## config.mk

```make
export PLATFORM = sky130hd
export DESIGN_NAME = load_writeback_queue_flat
export DESIGN_NICKNAME = d
export VERILOG_FILES = /design/src/rtl/load_writeback_queue_if.sv /design/src/rtl/load_writeback_queue.sv /design/src/flat_wrapper.sv
export SDC_FILE = /design/constraint.sdc
export NUM_CORES = 1
export LEC_CHECK = 0
export ABC_CLOCK_PERIOD_IN_PS = 6980
export BUFFER_PORTS_ARGS = -buffer_cell sky130_fd_sc_hd__buf_4
export CORE_AREA = 2 2 124 126
export CTS_CLUSTER_SIZE = 14
export DETAILED_ROUTE_END_ITERATION = 12
export DIE_AREA = 0 0 126 128
export HOLD_SLACK_MARGIN = 0.12
export PLACE_DENSITY_LB_ADDON = 0.08
export SYNTH_ARGS = -nofsm -noshare
export SYNTH_HDL_FRONTEND = slang
export SYNTH_SLANG_ARGS = --single-unit
export TNS_END_PERCENT = 100
```

## constraint.sdc

```tcl
create_clock -name clk -period 6.98 [get_ports clk]
set_input_delay 0.349 -clock clk [delete_from_list [all_inputs] [get_ports clk]]
set_output_delay 0.349 -clock clk [all_outputs]
set_load 0.02 [all_outputs]
```

## src/rtl/load_writeback_queue_if.sv

```systemverilog
// Load write-back queue bus: issue channel, memory response channel, register-file load port
// and status. The queue itself connects through the slave modport.
interface load_writeback_queue_if #(
  parameter int unsigned DEPTH = 4
);
  localparam int unsigned CntW = $clog2(DEPTH) + 1;

  logic            issue_valid;
  logic            issue_ready;
  logic [4:0]      issue_reg_a;
  logic [1:0]      issue_size;
  logic            issue_signed;
  logic [2:0]      issue_offset;

  logic            mem_rvalid;
  logic            mem_rready;
  logic [63:0]     mem_rdata;

  logic            wload_en;
  logic [4:0]      wload_reg_a;
  logic [63:0]     wload_reg_v;

  logic [31:0]     pending_mask;
  logic [CntW-1:0] outstanding;
  logic            spurious_resp;

  modport master (
    output issue_valid, issue_reg_a, issue_size, issue_signed, issue_offset,
    output mem_rvalid, mem_rdata,
    input  issue_ready, mem_rready,
    input  wload_en, wload_reg_a, wload_reg_v,
    input  pending_mask, outstanding, spurious_resp
  );

  modport slave (
    input  issue_valid, issue_reg_a, issue_size, issue_signed, issue_offset,
    input  mem_rvalid, mem_rdata,
    output issue_ready, mem_rready,
    output wload_en, wload_reg_a, wload_reg_v,
    output pending_mask, outstanding, spurious_resp
  );
endinterface

```

## src/rtl/load_writeback_queue.sv

```systemverilog
// In-order outstanding-load tracker feeding the register-file load write port.
// Define LOAD_WB_BYPASS_EN to drive wload_* combinationally from the popping entry.
module load_writeback_queue #(
  parameter int unsigned DEPTH = 4
) (
  input logic                   clk,
  input logic                   reset,
  input logic                   clk_en,
  load_writeback_queue_if.slave bus
);
  localparam int unsigned PtrW = $clog2(DEPTH);
  localparam int unsigned CntW = PtrW + 1;

  // Descriptor storage; only r_valid and the pointers need reset
  logic [4:0]       r_reg  [DEPTH];
  logic [1:0]       r_size [DEPTH];
  logic             r_sgn  [DEPTH];
  logic [2:0]       r_off  [DEPTH];
  logic [DEPTH-1:0] r_valid;
  logic [PtrW-1:0]  r_wptr;
  logic [PtrW-1:0]  r_rptr;
  logic [CntW-1:0]  r_count;
  logic             r_spur;

  logic             w_full;
  logic             w_empty;
  logic             w_push;
  logic             w_pop;
  logic             w_spur;
  logic             w_wen;
  logic [DEPTH-1:0] w_valid_d;
  logic [4:0]       w_h_reg;
  logic [1:0]       w_h_size;
  logic             w_h_sgn;
  logic [2:0]       w_h_off;
  logic [2:0]       w_off_al;
  logic [63:0]      w_shifted;
  logic [63:0]      w_ext;
  logic [31:0]      w_pending;

  assign w_full  = (r_count == CntW'(DEPTH));
  assign w_empty = (r_count == '0);
  assign w_push  = clk_en & bus.issue_valid & ~w_full;
  assign w_pop   = clk_en & bus.mem_rvalid & ~w_empty;
  assign w_spur  = clk_en & bus.mem_rvalid & w_empty;

  assign w_h_reg  = r_reg[r_rptr];
  assign w_h_size = r_size[r_rptr];
  assign w_h_sgn  = r_sgn[r_rptr];
  assign w_h_off  = r_off[r_rptr];
  assign w_wen    = w_pop & (w_h_reg != 5'd31);

  always_comb begin
    unique case (w_h_size)
      2'd0:    w_off_al = w_h_off;
      2'd1:    w_off_al = {w_h_off[2:1], 1'b0};
      2'd2:    w_off_al = {w_h_off[2], 2'b00};
      default: w_off_al = 3'd0;
    endcase
  end

  assign w_shifted = bus.mem_rdata >> {w_off_al, 3'b000};

  always_comb begin
    unique case (w_h_size)
      2'd0:    w_ext = {{56{w_h_sgn & w_shifted[7]}}, w_shifted[7:0]};
      2'd1:    w_ext = {{48{w_h_sgn & w_shifted[15]}}, w_shifted[15:0]};
      2'd2:    w_ext = {{32{w_h_sgn & w_shifted[31]}}, w_shifted[31:0]};
      default: w_ext = w_shifted;
    endcase
  end

  // Push never targets the popped slot: push is blocked when full, pop when empty
  always_comb begin
    w_valid_d = r_valid;
    if (w_pop) begin
      w_valid_d[r_rptr] = 1'b0;
    end
    if (w_push) begin
      w_valid_d[r_wptr] = 1'b1;
    end
  end

  always_comb begin
    w_pending = '0;
    for (int unsigned i = 0; i < DEPTH; i++) begin
      if (r_valid[i]) begin
        w_pending[r_reg[i]] = 1'b1;
      end
    end
    w_pending[31] = 1'b0;
  end

  always_ff @(posedge clk) begin
    if (w_push) begin
      r_reg[r_wptr]  <= bus.issue_reg_a;
      r_size[r_wptr] <= bus.issue_size;
      r_sgn[r_wptr]  <= bus.issue_signed;
      r_off[r_wptr]  <= bus.issue_offset;
    end
  end

  always_ff @(posedge clk) begin
    if (reset) begin
      r_wptr  <= '0;
      r_rptr  <= '0;
      r_count <= '0;
      r_valid <= '0;
      r_spur  <= 1'b0;
    end else begin
      if (w_push) begin
        r_wptr <= r_wptr + PtrW'(1);
      end
      if (w_pop) begin
        r_rptr <= r_rptr + PtrW'(1);
      end
      r_count <= r_count + CntW'(w_push) - CntW'(w_pop);
      r_valid <= w_valid_d;
      if (w_spur) begin
        r_spur <= 1'b1;
      end
    end
  end

`ifdef LOAD_WB_BYPASS_EN
  assign bus.wload_en    = w_wen;
  assign bus.wload_reg_a = w_wen ? w_h_reg : 5'd0;
  assign bus.wload_reg_v = w_wen ? w_ext : 64'd0;
`else
  logic        r_wload_en;
  logic [4:0]  r_wload_reg_a;
  logic [63:0] r_wload_reg_v;

  // Held while clk_en is low so the register file takes the write exactly once
  always_ff @(posedge clk) begin
    if (reset) begin
      r_wload_en    <= 1'b0;
      r_wload_reg_a <= '0;
      r_wload_reg_v <= '0;
    end else if (clk_en) begin
      r_wload_en <= w_wen;
      if (w_wen) begin
        r_wload_reg_a <= w_h_reg;
        r_wload_reg_v <= w_ext;
      end
    end
  end

  assign bus.wload_en    = r_wload_en;
  assign bus.wload_reg_a = r_wload_reg_a;
  assign bus.wload_reg_v = r_wload_reg_v;
`endif

  assign bus.issue_ready   = ~w_full;
  assign bus.mem_rready    = ~w_empty;
  assign bus.pending_mask  = w_pending;
  assign bus.outstanding   = r_count;
  assign bus.spurious_resp = r_spur;

endmodule

```

## src/flat_wrapper.sv

```systemverilog
// flat-port wrapper written by rule: the top's interface ports become plain ports
module load_writeback_queue_flat 
#(
  parameter int unsigned DEPTH = 4
)
  (clk, reset, clk_en, bus_issue_valid, bus_issue_reg_a, bus_issue_size, bus_issue_signed, bus_issue_offset, bus_mem_rvalid, bus_mem_rdata, bus_issue_ready, bus_mem_rready, bus_wload_en, bus_wload_reg_a, bus_wload_reg_v, bus_pending_mask, bus_outstanding, bus_spurious_resp);
  load_writeback_queue_if #(.DEPTH(DEPTH)) bus_i ();
  input logic clk;
  input logic reset;
  input logic clk_en;
  input wire logic [$bits(bus_i.issue_valid)-1:0] bus_issue_valid;
  input wire logic [$bits(bus_i.issue_reg_a)-1:0] bus_issue_reg_a;
  input wire logic [$bits(bus_i.issue_size)-1:0] bus_issue_size;
  input wire logic [$bits(bus_i.issue_signed)-1:0] bus_issue_signed;
  input wire logic [$bits(bus_i.issue_offset)-1:0] bus_issue_offset;
  input wire logic [$bits(bus_i.mem_rvalid)-1:0] bus_mem_rvalid;
  input wire logic [$bits(bus_i.mem_rdata)-1:0] bus_mem_rdata;
  output wire logic [$bits(bus_i.issue_ready)-1:0] bus_issue_ready;
  output wire logic [$bits(bus_i.mem_rready)-1:0] bus_mem_rready;
  output wire logic [$bits(bus_i.wload_en)-1:0] bus_wload_en;
  output wire logic [$bits(bus_i.wload_reg_a)-1:0] bus_wload_reg_a;
  output wire logic [$bits(bus_i.wload_reg_v)-1:0] bus_wload_reg_v;
  output wire logic [$bits(bus_i.pending_mask)-1:0] bus_pending_mask;
  output wire logic [$bits(bus_i.outstanding)-1:0] bus_outstanding;
  output wire logic [$bits(bus_i.spurious_resp)-1:0] bus_spurious_resp;
  assign bus_i.issue_valid = bus_issue_valid;
  assign bus_i.issue_reg_a = bus_issue_reg_a;
  assign bus_i.issue_size = bus_issue_size;
  assign bus_i.issue_signed = bus_issue_signed;
  assign bus_i.issue_offset = bus_issue_offset;
  assign bus_i.mem_rvalid = bus_mem_rvalid;
  assign bus_i.mem_rdata = bus_mem_rdata;
  assign bus_issue_ready = bus_i.issue_ready;
  assign bus_mem_rready = bus_i.mem_rready;
  assign bus_wload_en = bus_i.wload_en;
  assign bus_wload_reg_a = bus_i.wload_reg_a;
  assign bus_wload_reg_v = bus_i.wload_reg_v;
  assign bus_pending_mask = bus_i.pending_mask;
  assign bus_outstanding = bus_i.outstanding;
  assign bus_spurious_resp = bus_i.spurious_resp;
  load_writeback_queue #(.DEPTH(DEPTH)) u_core (.clk(clk), .reset(reset), .clk_en(clk_en), .bus(bus_i));
endmodule
```

==> flow_summary.toml, run 1 <==
[run_status]
status = "finished, final reports clean"

[timing]
fmax_ghz = 0.233
finalCritPeriodShare_pct = 61.6
setup_ws_ps = 2680
setup_tns_ps = 0
slew_headroom_pct = 16.8
setup_violations = 0
rsz0062_at_grt = "false"
finalHoldViolCount = 0
tightest_slew_ps = 1250
hold_slack_ps = 124
skew_ps = 11.3
slew_viol_final = 0
min_period_ps = 4300

[cells_and_area]
final_common_cell = "buf_4"
largest_reg_flops = 64
drive_gt1_share_pct = 26.7
layout.nets = 1160
n_antenna_cell = 0
fin_util_pct = 67.1
syn_to_final_growth_pct = 25.6
layout_common_cells = "buf_4 (193), nor2_1 (143), nand2_1 (114)"

[detailed_routing]
wl_met3_um = 2300
maxUsedRoutingLayer = "met4"
drt_iter0_drc = 1014
ant_nets = 0
num_vias = 7877
wl_met2_um = 12000
vias_per_cell = 6.20
drc = 0
finalWirelength_um = 25000
post_drt_wl_per_cell_um = 19.7
drt-met1-wl_um = 9920
drt_first_pass_iters = 8

[synthesis]
ys_ff_latch = 128
yosysSeqAreaShare_pct = 37.8
syn_inst = 932
synthFlopType = "dfxtp_1"
synth_area_per_cell_um2 = 8.51
syn_nets = 1023
synth-edff-count = 44
yosys_warnings = 0
async_flop_share_pct = 0
ys_types = 65
syn_area_mm2 = 0.00793

[power]
clkPwrFrac_pct = 32.4
p_sw_w = 0.00109
p_sw_share_pct = 36.5
power_density_mw_per_mm2 = 299
power_w = 0.00298
seqPwrFrac_pct = 32.0
p_leak_nw = 3.90
irDropWorstVdd_mv = 0.235
power.internal_w = 0.00190
combPwrFrac_pct = 35.6

[floorplan]
die_y_um = 128
dieWidth_um = 126
die_area_mm2 = 0.0161
io_pins = 188
initial_core_util_pct = 53.4
coreArea_mm2 = 0.0149
row_count = 45

[grt]
grt-ovfl-total = 0
grtUsageTotal_pct = 30.3
grt_pass1_wl_um = 38800
grt_max_degree = 85
grt_pass1_vias = 7176
antenna_found_initial = 0

[cts]
htree_levels = 4
cts_tree = "yes"
cts.path.max_buffers = 2
cts.sinks = 128
cts-root-buf = "clkbuf_16"
clk_pin_slew_ps = 60
post_cts.repair.setup_buffers = 0
ctsResizeCount = 0
cts_made_buffers = 17
insertion_delay_ps = 430

[critical_path]
cp_max_fo = 48
start_kind = "flip-flop"
crit_chain = "mux4_2 -> a21boi_2 -> nand2_1 -> and3_4 -> o311ai_4 -> o311ai_4 -> buf_4 -> o21ai_0"
crit_required_ps = 7320
path_delay_family = "compound AO/OA/AOI/OAI gates"
cp_num_buf_inv = 1
crit_slowest_cell = "a21boi_2"
ff2ff_setup_slack_ps = 2680
critPathKind = "reg2reg"
max_stage_delay_ps = 1010
cp_common_cell = "o311ai_4"
crit_arrival_ps = 4640
cp-end-kind = "flip-flop"

[placed_design]
gp_congestion = 0.913
portBuffers = 186
place_hpwl_um = 17400
preCtsSetupSlack_ps = 2750

[hold_path]
hold_path_class = "in2reg"

[job]
drv_cap = 0
[cells in the mapped netlist, types with 9 or more instances]
cell	number	share of area [%]
nor2_1	143	6.8
nand2_1	114	5.4
dfxtp_1	84	21
a21oi_1	76	4.8
clkbuf_1	56	2.6
o21ai_0	51	3.2
edfxtp_1	44	17
a211o_1	28	3.1
nand3_1	26	1.6
a211oi_1	23	2.2
o221ai_1	18	2.0
mux2i_1	17	2.1
a311oi_1	15	1.7
o22ai_1	15	1.2
a21oi_2	12	1.3
and3_1	12	0.95
mux4_2	12	3.4
nor3_1	12	0.76
and2_1	11	0.87
inv_1	11	0.52
nand3b_1	11	1.0
buf_2	10	0.63
ha_1	10	1.6
nand2b_1	10	0.79
mux2_2	9	1.3
[worst reg2reg max path: stages (launching register included)]
cell and delay (ps):
dfxtp_1 820, mux4_2 800, a21boi_2 1010, nand2_1 200, and3_4 250, o311ai_4 300, o311ai_4 140, buf_4 380
o21ai_0 300
[metrics by stage]
stage	cell area (um^2)	cells
after detailed placement	9260	1231
after floorplan	7930	932
after global placement	9260	1231
after CTS	9970	1270
final	9970	1270
after global routing	9970	1270
[area by class of cell]
class	count	area, um^2
clock buffer	18	439
clock inverter	14	200
fill	1272	4900
inverter	13	48.8
multi-input combinational	709	4520
sequential	128	3000
tap	188	235
timing repair buffer	200	1520
[kinds of logic (layout without fill, tap and decap cells)]
logic type	Yosys count	after routing	share of synthesized area, %
multiplexers	38	38	6.83
buffers and inverters	95	245	5.54
AO/OA/AOI/OAI	284	284	26.0
AND/OR/NAND/NOR	371	371	21.5
XOR/XNOR	4	4	0.442
adder cells (fa/ha/maj)	11	11	1.83
other	1	1	0.0473
flip-flops	128	128	37.8
[repair_timing]
| item | CTS | global route |
|---|---|---|
| setup endpoints to repair | 0 | 0 |
| hold buffers | 7 | 0 |
| endpoints found under the hold margin | 26 | 0 |
[metal layers]
metal  vias to the layer above  global-route usage [%]
li1                       3690                       -
met1                      3651                    40.3
met2                       468                    48.7
met3                        68                    5.88
met4                         0                    12.9
met5                         -                       0
[power by group through the flow]
stage / clock, W / sequential (W) / combinational (W)
final: 0.000966 / 0.000956 / 0.00106
after global routing: 0.00101 / 0.000969 / 0.00116
after CTS: 0.000970 / 0.000956 / 0.00105
after detailed placement: 0 / 0.000971 / 0.00105
after global placement: 0 / 0.000970 / 0.00103
after floorplan: 0 / 0.00105 / 0.000651
[worst paths after layout]
check                                          startpoint                         end  depth (start not counted)
worst max-delay path                            flip-flop  u_core.bus.wload_reg_v[24]                          8
worst min-delay path                   bus_issue_reg_a[2]          u_core.r_reg[2][2]                          1
worst max register to register                  flip-flop  u_core.bus.wload_reg_v[24]                          8
worst min register to register  u_core.bus.wload_reg_a[2]   u_core.bus.wload_reg_a[2]                          2
No activity file was read; power rests on OpenSTA's default activity.
==> run 2: changes to the inputs <==
ABC_CLOCK_PERIOD_IN_PS = 4440   (was 6980)
clock period = 4.44 ns   (was 6.98 ns; I/O delays follow)
==> flow_summary.toml, run 2 (synthesis gave the netlist of run 1 again) <==
[critical_path]
cp_num_buf_inv = 1
crit_required_ps = 4730
cp_max_fo = 26
path_delay_family = "simple AND/OR/NAND/NOR gates"
crit_arrival_ps = 3750
start_kind = "flip-flop"
critPathKind = "reg2reg"
crit_chain = "mux4_2 -> or3b_4 -> nor3_1 -> a2111oi_4 -> o311ai_4 -> buf_4 -> a21oi_1"
max_stage_delay_ps = 730
crit_slowest_cell = "dfxtp_1"
cp-end-kind = "flip-flop"

[cts]
cts.sinks = 128
insertion_delay_ps = 430
cts.path.max_buffers = 2
post_cts.repair.setup_buffers = 0
cts_tree = "yes"
htree_levels = 4
clk_pin_slew_ps = 60
cts_made_buffers = 17
cts-root-buf = "clkbuf_16"

[cells_and_area]
layoutNonFillerInstCount = 1280
largest_reg_flops = 64
n_antenna_cell = 0
syn_to_final_growth_pct = 26.4
drive_gt1_share_pct = 27.0
fillers = 1261
final_common_cell = "buf_4"
layout.nets = 1170
fin_util_pct = 67.5
layout_common_cells = "buf_4 (198), nor2_1 (143), nand2_1 (114)"

[timing]
slew_viol_final = 0
finalCritPeriodShare_pct = 78.0
skew_ps = 7.44
setup_ws_ps = 979
setup_tns_ps = 0
finalHoldViolCount = 0
hold_slack_ps = 147
min_period_ps = 3460
setup_violations = 0
fmax_ghz = 0.289
tightest_slew_ps = 1070
slew_headroom_pct = 28.2
rsz0062_at_grt = "false"

[grt]
grt_pass1_vias = 7400
grt_max_degree = 85
grt-ovfl-total = 0
antenna_found_initial = 0
grtUsageTotal_pct = 31.2
grt_pass1_wl_um = 39800

[run_status]
status = "finished, final reports clean"

[floorplan]
die_area_mm2 = 0.0161
dieWidth_um = 126
row_count = 45
initial_core_util_pct = 53.4
die_y_um = 128
coreArea_mm2 = 0.0149
io_pins = 188

[placed_design]
gp_congestion = 0.925
portBuffers = 186
preCtsSetupSlack_ps = 1030
place_hpwl_um = 17700
placed_cells = 1236

[power]
power_density_mw_per_mm2 = 466
irDropWorstVdd_mv = 0.304
p_leak_nw = 3.93

[detailed_routing]
ant_nets = 0
post_drt_wl_per_cell_um = 20.0
drt_first_pass_iters = 6
drc = 0
num_vias = 7989
vias_per_cell = 6.24
drt_iter0_drc = 950
finalWirelength_um = 25600

[job]
drv_cap = 0

[hold_path]
hold_path_class = "in2reg"
run 2: cell count changes in the layout (fill, tap and decap cells not counted), sizes merged:
cell / before / now
clkinvlp: 1 / 3
bufinv: 4 / 3
buf: 193 / 198
clkinv: 4 / 2
inv: 18 / 19
dlygate4sd3: 7 / 12
run 2: what timing repair did:
item | 4_1_cts | 5_1_grt
hold endpoints to repair | 45 | 0
hold buffers | 12 | 0
resized for setup | 0 | 0
run 2: report_power, final:
part	switching [W]	leakage (nW)	internal (W)
registers	0.000118	1.08	0.00138
clock network	0.000561	0.296	0.000907
logic	0.00105	2.55	0.000657
run 2: area by class of cell:
| cell class | instances | area (um^2) | area share, % |
|---|---|---|---|
| Multi-Input combinational cell | 709 | 4520 | 45.1 |
| Sequential cell | 128 | 3000 | 29.9 |
| Timing Repair Buffer | 210 | 1610 | 16.0 |
| Clock buffer | 18 | 439 | 4.38 |
| Tap cell | 188 | 235 | 2.34 |
| Clock inverter | 14 | 178 | 1.77 |
| Inverter | 13 | 48.8 | 0.486 |
run 2: final timing paths:
check	slack [ps]	from	depth (start not counted)	to
worst max-delay path	980	flip-flop	7	u_core.bus.wload_reg_v[52]
worst max register to register	980	flip-flop	7	u_core.bus.wload_reg_v[52]
worst min register to register	460	u_core.bus.wload_reg_a[4]	2	u_core.bus.wload_reg_a[4]
worst min-delay path	150	bus_mem_rvalid	5	u_core.bus.spurious_resp
run 2: worst min-delay path: stages:
cell	delay [ps]
buf_4	80
nand2_1	40
nor2_1	80
nor2_1	40
nor2_1	70
run 2: metal layers:
metal / vias up / part of all wire, % / GRT usage [%]
met5: - / 0 / 0
li1: 3706 / - / -
met3: 65 / 9.4 / 6.97
met4: 0 / 3.7 / 13.7
met2: 456 / 47 / 49.9
met1: 3762 / 40 / 40.9
run 2: per-stage QoR:
stage	area [um^2]	total power, W
global placement	9300	0.00316
floorplan	7930	0.00267
finish	10000	0.00467
CTS	10000	0.00467
detailed placement	9300	0.00319
global route	10000	0.00491
